**config.mk**
```make
export PLATFORM = sky130hd
export DESIGN_NAME = mix_column_ctrl_flat
export DESIGN_NICKNAME = d
export VERILOG_FILES = /design/src/rtl/aes_ctrl_pkg.sv /design/src/rtl/mix_column_ctrl_if.sv /design/src/rtl/mix_column_ctrl_col_buf.sv /design/src/rtl/mix_column_ctrl.sv /design/src/flat_wrapper.sv
export SDC_FILE = /design/constraint.sdc
export NUM_CORES = 1
export LEC_CHECK = 0
export ABC_AREA = 1
export CORE_MARGIN = 5
export CORE_UTILIZATION = 40
export CTS_CLUSTER_DIAMETER = 200
export DETAILED_ROUTE_END_ITERATION = 12
export GPL_ROUTABILITY_DRIVEN = 0
export GPL_TIMING_DRIVEN = 0
export PLACE_DENSITY = 0.7
export SLEW_MARGIN = 0
export SYNTH_ARGS = -nofsm -noshare
export SYNTH_HDL_FRONTEND = slang
export SYNTH_SLANG_ARGS = --single-unit
```
**constraint.sdc**
```tcl
create_clock -name clk -period 1.9 [get_ports clk]
set_clock_uncertainty 0.05 [all_clocks]
set_input_delay 0.19 -clock clk [delete_from_list [all_inputs] [get_ports clk]]
set_output_delay 0.19 -clock clk [all_outputs]
set_load 0.05 [all_outputs]
```
**src/rtl/aes_ctrl_pkg.sv**
```systemverilog
// aes_ctrl_pkg: shared types and constants for the AES round-loop controllers
package aes_ctrl_pkg;
  localparam int BYTES_PER_COL = 4;
  localparam int NCOL_DEFAULT = 4;
  typedef enum logic [2:0] {IDLE, LOAD, FEED, CAPT, DRAIN} state_t;
endpackage

```
**src/rtl/mix_column_ctrl_if.sv**
```systemverilog
// mix_column_ctrl_if: control, input byte stream and output byte stream of mix_column_ctrl
interface mix_column_ctrl_if;
  logic start;
  logic last_round;
  logic in_valid;
  logic [7:0] in_data;
  logic in_ready;
  logic out_valid;
  logic [7:0] out_data;
  logic out_ready;
  logic busy;
  logic done;
  modport master (
    output start, last_round, in_valid, in_data, out_ready,
    input in_ready, out_valid, out_data, busy, done
  );
  modport slave (
    input start, last_round, in_valid, in_data, out_ready,
    output in_ready, out_valid, out_data, busy, done
  );
endinterface

```
**src/rtl/mix_column_ctrl_col_buf.sv**
```systemverilog
// col_buf: 4x8 column buffer; byte write, parallel load (ldata[7:0] lands in row 0), byte read
module col_buf
  import aes_ctrl_pkg::*;
(
  input  logic clk,
  input  logic rst,
  input  logic we,
  input  logic [1:0] waddr,
  input  logic [7:0] wdata,
  input  logic load,
  input  logic [BYTES_PER_COL*8-1:0] ldata,
  input  logic [1:0] raddr,
  output logic [7:0] rdata
);
  logic [BYTES_PER_COL-1:0][7:0] mem;
  always_ff @(posedge clk or negedge rst)
    if (!rst) mem <= '0;
    else if (load) mem <= ldata;
    else if (we) mem[waddr] <= wdata;
  assign rdata = mem[raddr];
endmodule

```
**src/rtl/mix_column_ctrl.sv**
```systemverilog
// mix_column_ctrl: buffers AES state columns, feeds them byte-serially to mix_column and streams the results out
module mix_column_ctrl
  import aes_ctrl_pkg::*;
#(
  parameter int NCOL = NCOL_DEFAULT
) (
  input  logic clk,
  input  logic rst,
  mix_column_ctrl_if.slave s,
  output logic [7:0] mc_din,
  output logic mc_en,
  input  logic [7:0] mc_d0,
  input  logic [7:0] mc_d1,
  input  logic [7:0] mc_d2,
  input  logic [7:0] mc_d3
);
  localparam int CW = NCOL > 1 ? $clog2(NCOL) : 1;
  localparam logic [CW-1:0] LAST_COL = CW'(NCOL - 1);
  state_t state;
  logic [1:0] byte_cnt;
  logic [CW-1:0] col_cnt;
  logic bypass;
  logic done_q;
  logic [7:0] rd;
  logic last_byte;
  assign last_byte = &byte_cnt;
  col_buf u_buf (
    .clk(clk),
    .rst(rst),
    .we(state == LOAD && s.in_valid),
    .waddr(byte_cnt),
    .wdata(s.in_data),
    .load(state == CAPT),
    .ldata({mc_d3, mc_d2, mc_d1, mc_d0}),
    .raddr(byte_cnt),
    .rdata(rd)
  );
  // a start landing in the done cycle is dropped so each state yields exactly one done
  always_ff @(posedge clk or negedge rst)
    if (!rst) begin
      state <= IDLE;
      byte_cnt <= '0;
      col_cnt <= '0;
      bypass <= 1'b0;
      done_q <= 1'b0;
    end else begin
      done_q <= 1'b0;
      case (state)
        IDLE: if (s.start && !done_q) begin
          state <= LOAD;
          bypass <= s.last_round;
          col_cnt <= '0;
          byte_cnt <= '0;
        end
        LOAD: if (s.in_valid) begin
          byte_cnt <= byte_cnt + 2'd1;
          if (last_byte) state <= bypass ? DRAIN : FEED;
        end
        FEED: begin
          byte_cnt <= byte_cnt + 2'd1;
          if (last_byte) state <= CAPT;
        end
        CAPT: state <= DRAIN;
        DRAIN: if (s.out_ready) begin
          byte_cnt <= byte_cnt + 2'd1;
          if (last_byte) begin
            if (col_cnt == LAST_COL) begin
              done_q <= 1'b1;
              state <= IDLE;
            end else begin
              col_cnt <= col_cnt + CW'(1);
              state <= LOAD;
            end
          end
        end
        default: state <= IDLE;
      endcase
    end
  assign s.in_ready = state == LOAD;
  assign s.out_valid = state == DRAIN;
  assign s.out_data = state == DRAIN ? rd : 8'h00;
  assign s.busy = state != IDLE;
  assign s.done = done_q;
  assign mc_en = state == FEED && byte_cnt != 2'd0;
  assign mc_din = state == FEED ? rd : 8'h00;
endmodule

```
**src/flat_wrapper.sv**
```systemverilog
// flat-port wrapper written by rule: the top's interface ports become plain ports
module mix_column_ctrl_flat import aes_ctrl_pkg::*;
#(
  parameter int NCOL = NCOL_DEFAULT
)
  (clk, rst, mc_din, mc_en, mc_d0, mc_d1, mc_d2, mc_d3, s_start, s_last_round, s_in_valid, s_in_data, s_out_ready, s_in_ready, s_out_valid, s_out_data, s_busy, s_done);
  mix_column_ctrl_if s_i ();
  input  logic clk;
  input  logic rst;
  output logic [7:0] mc_din;
  output logic mc_en;
  input  logic [7:0] mc_d0;
  input  logic [7:0] mc_d1;
  input  logic [7:0] mc_d2;
  input  logic [7:0] mc_d3;
  input wire logic [$bits(s_i.start)-1:0] s_start;
  input wire logic [$bits(s_i.last_round)-1:0] s_last_round;
  input wire logic [$bits(s_i.in_valid)-1:0] s_in_valid;
  input wire logic [$bits(s_i.in_data)-1:0] s_in_data;
  input wire logic [$bits(s_i.out_ready)-1:0] s_out_ready;
  output wire logic [$bits(s_i.in_ready)-1:0] s_in_ready;
  output wire logic [$bits(s_i.out_valid)-1:0] s_out_valid;
  output wire logic [$bits(s_i.out_data)-1:0] s_out_data;
  output wire logic [$bits(s_i.busy)-1:0] s_busy;
  output wire logic [$bits(s_i.done)-1:0] s_done;
  assign s_i.start = s_start;
  assign s_i.last_round = s_last_round;
  assign s_i.in_valid = s_in_valid;
  assign s_i.in_data = s_in_data;
  assign s_i.out_ready = s_out_ready;
  assign s_in_ready = s_i.in_ready;
  assign s_out_valid = s_i.out_valid;
  assign s_out_data = s_i.out_data;
  assign s_busy = s_i.busy;
  assign s_done = s_i.done;
  mix_column_ctrl #(.NCOL(NCOL)) u_core (.clk(clk), .rst(rst), .s(s_i), .mc_din(mc_din), .mc_en(mc_en), .mc_d0(mc_d0), .mc_d1(mc_d1), .mc_d2(mc_d2), .mc_d3(mc_d3));
endmodule
```
==> results <==
- The detailed-route wire length is 8590 µm.
- The die area is 8060 µm².
- Of the total synthesized cell area, the portion taken by XOR and XNOR cells is 0.
- The routed wire length on met2 is 3930 µm.
- The combinational family with the most area after synthesis is simple AND/OR/NAND/NOR gates.
- The number of max-capacitance violations reported is 0.
- The count of final max-slew check failures is 0.
- In the final layout, the share of cells above drive strength 1 is 0.195.
- The leading cell type in the layout, fill and taps excluded is sky130_fd_sc_hd__nand2_1.
- Data arrives at the worst endpoint at 1.65 ns.
- The portion of synthesized area spent on multiplexers is 0.
- The final count of hold timing violations is 0.
- The via count of the first global-routing pass came to 2651.
- The count of unique library cells instantiated by Yosys is 25.
- For this run, the total global-route usage over all layers was measured as 0.208.
- Setup repair after global routing could not meet its margin everywhere.
- The total nets after synthesis is 422.
- IR analysis of the VDD net gives a maximum drop of 0.00105 V.
- The met3 wire length is 752 µm.
- The number of detailed-route iterations in the first pass is 5.
- Of the synthesized area, sequential elements account for 0.403.
- The area of the placeable core is 6280 µm².
- The worst relative slew slack is 0.663.
- The clock tree root buffer cell is sky130_fd_sc_hd__clkbuf_8.
- The TritonCTS buffer count is 5.
- The highest achievable clock rate is 0.529 GHz.
- The required arrival time at the worst endpoint is 1.66 ns.
- The simple-gate area share of the yosys netlist is 0.290.
- The time the worst path needs with I/O delays and setup is 1.89 ns.
- The vertical die dimension is 89.8 µm.
- The first global-routing pass estimated 13700 µm of wire.
- In this run the top signal layer used is met4.
- Dividing the final minimum period by the clock period gives 0.995.
- Using the TritonRoute via totals, the vias-per-cell ratio works out to 5.40.
- The placed cell count is 515.
- The worst-case clock buffer depth is 2.
- The count of state elements after synthesis is 41.
- After the last flow step, the layout net total stands at 507.
- The post-synthesis average cell area is 6.86 µm².
- The clock sink count is 41.
- Entering global routing, the biggest net connects 29 pins.
- The library cells used most frequently in the layout, excluding fill and tap cells, are 129 x sky130_fd_sc_hd__nand2_1, 46 x sky130_fd_sc_hd__o21ai_1, 45 x sky130_fd_sc_hd__clkdlybuf4s50_1.
- The area growth from synthesis to final layout is 43.3%.
- The transition time at the pin with the least slew margin is 0.506 ns.
- Setup violations remaining at the end of the flow were counted as 0.
- During synthesis, Yosys emitted a total of 0 warnings.
- The HPWL after detailed placement is 6350 µm.
- The placement row count is 29.
- The post-synth design cell area is 2540 µm².
- The critical path is of the reg -> out type.
- The DRC marker count from the first detailed-route iteration is 246.
- Of the total synthesized cell area, the portion taken by full adders, half adders and majority gates is 0.0246.
- The class of the tightest hold or removal check is in -> async.
- In this run the remaining antenna-violating nets after routing total 0.
- The starting utilization of the core area is 0.405.
- The number of instances in the synthesized netlist is 371.
- The clock-pin slew on the worst setup and hold paths is 0.08 ns.
- The number of diodes is 0.
- The flow ran to the end, and the final reports show no timing, DRC or antenna violations.
- For this run, design rule violations remaining after detail routing come to 0.
- The sum of internal, switching and leakage power is 0.00515 W.
- The endpoint type of the worst setup path is a primary output.
- The quantity of I/O buffers inserted on ports is 66.
- The wire length on met1 is 3790 µm.
- Detailed routing inserted a total of 2884 vias.
- The largest driver fanout on the critical path is 7.
- The TritonCTS clock tree is yes.
- The top-level port count is 67.
- The later pin in the worst-skew pair is clocked with a latency of 0.29 ns.
- For this design the ratio of total power to cell area is 1410 nW/µm².
- The leakage power figure is 1.77 nW.
- From left edge to right edge, the die measures 89.8 µm.
- Summed over all layers, the global routing overflow is 0.
- The H-tree generated during clock tree synthesis spans 2 levels.
- The worst setup path is launched from a flip-flop.
- The post-synthesis compound-gate area fraction is 0.201.
- The wire length per cell is 16.1 µm.
- The final design area excluding fillers is 3650 µm².
- Once placement finished, the instance area stood at 3320 µm².
- Excluding fillers, the count of instances in the completed layout stands at 534.
- The number of antenna violations at the first check in global routing is 0.
[layer usage]
metal / track usage / vias up
li1: - / 1375
met1: 0.299 / 1339
met2: 0.315 / 158
met3: 0.0459 / 12
met4: 0.0542 / 0
met5: 0 / -
[stage by stage]
stage                     hold slack (ns)  TNS (ns)  setup slack, ns  utilization
after CTS                           0.278         0          0.00433        0.559
after detailed placement           0.0689    -18.10           -0.702        0.529
after global placement              0.419    -39.00           -0.723        0.527
after floorplan                    -0.156     -1.95           -0.122            -
final                               0.269         0           0.0103        0.581
after global routing                0.314    -0.404          -0.0465        0.581
[worst max-delay path: stages (launching register included)]
cell and delay (ns):
sky130_fd_sc_hd__dfrtp_1 0.40, sky130_fd_sc_hd__buf_6 0.15, sky130_fd_sc_hd__inv_8 0.08, sky130_fd_sc_hd__buf_8 0.12, sky130_fd_sc_hd__nor2_1 0.04, sky130_fd_sc_hd__o22a_1 0.26, sky130_fd_sc_hd__nor2_2 0.14, sky130_fd_sc_hd__buf_6 0.16
[logic make-up (layout without fill, tap and decap cells)]
group | count (synthesis) | count (layout)
AND/OR/NAND/NOR | 188 | 188
flip-flops | 41 | 41
buffers and inverters | 42 | 128
adder cells (fa/ha/maj) | 5 | 5
AO/OA/AOI/OAI | 95 | 95
[cells in the mapped netlist]
cell type,number,area share
sky130_fd_sc_hd__nand2_1,130,0.19
sky130_fd_sc_hd__o21ai_0,47,0.092
sky130_fd_sc_hd__nor2_1,42,0.062
sky130_fd_sc_hd__dfrtp_1,41,0.40
sky130_fd_sc_hd__o21ai_1,37,0.073
sky130_fd_sc_hd__inv_1,13,0.019
sky130_fd_sc_hd__nand3_1,10,0.020
sky130_fd_sc_hd__o22a_1,8,0.028
sky130_fd_sc_hd__buf_2,7,0.014
sky130_fd_sc_hd__buf_4,7,0.021
sky130_fd_sc_hd__inv_2,6,0.0088
sky130_fd_sc_hd__ha_1,5,0.025
sky130_fd_sc_hd__buf_1,3,0.0044
sky130_fd_sc_hd__clkbuf_1,3,0.0044
sky130_fd_sc_hd__buf_6,2,0.0088
sky130_fd_sc_hd__a21oi_1,1,0.0020
sky130_fd_sc_hd__a21oi_2,1,0.0034
sky130_fd_sc_hd__clkinv_1,1,0.0015
sky130_fd_sc_hd__nand2_2,1,0.0025
sky130_fd_sc_hd__nand4_1,1,0.0025
sky130_fd_sc_hd__nor2_2,1,0.0025
sky130_fd_sc_hd__nor2_4,1,0.0044
sky130_fd_sc_hd__nor4_1,1,0.0025
sky130_fd_sc_hd__o22ai_1,1,0.0025
sky130_fd_sc_hd__or2_2,1,0.0025
[state kept, by name, indices dropped and copies added, names as in the netlist]
signal and flops:
u_core.s.done 1, u_core.col_cnt 2, u_core.byte_cnt 2, u_core.bypass 1
u_core.u_buf.mem 32, u_core.state 3
[power breakdown]
group          switching [W]  total, W  internal [W]
Combinational        0.00189   0.00310       0.00121
Clock               0.000320  0.000579      0.000259
Sequential          0.000248   0.00147       0.00123
[repair_timing]
action	CTS	global route
setup endpoints to repair	44	38
pin swaps	4	10
cloned	1	0
hold buffers	1	0
resized for setup	145	42
setup buffers	5	5
endpoints found under the hold margin	13	0
[worst paths after layout]
path / startpoint / end / slack [ns] / cells after the start
max: u_core.byte_cnt[0] / mc_din[7] / 0.01 / 7
min in group clk: s_last_round / u_core.bypass / 0.38 / 3
min: rst / u_core.u_buf.mem[12] / 0.27 / 2
max reg2reg: u_core.byte_cnt[0] / u_core.u_buf.mem[25] / 0.09 / 9
min reg2reg: u_core.u_buf.mem[5] / u_core.u_buf.mem[5] / 0.45 / 2
max in group asynchronous: rst / u_core.u_buf.mem[24] / 1.06 / 3
[area by class of cell]
type | count | area (µm²)
Fill cell | 620 | 2630
Multi-Input combinational cell | 288 | 1360
Sequential cell | 41 | 1030
Timing Repair Buffer | 79 | 805
Buffer | 21 | 184
Tap cell | 77 | 96.3
Inverter | 20 | 85.1
Clock buffer | 6 | 72.6
Clock inverter | 2 | 15.0
No activity file was read; power rests on OpenSTA's default activity.
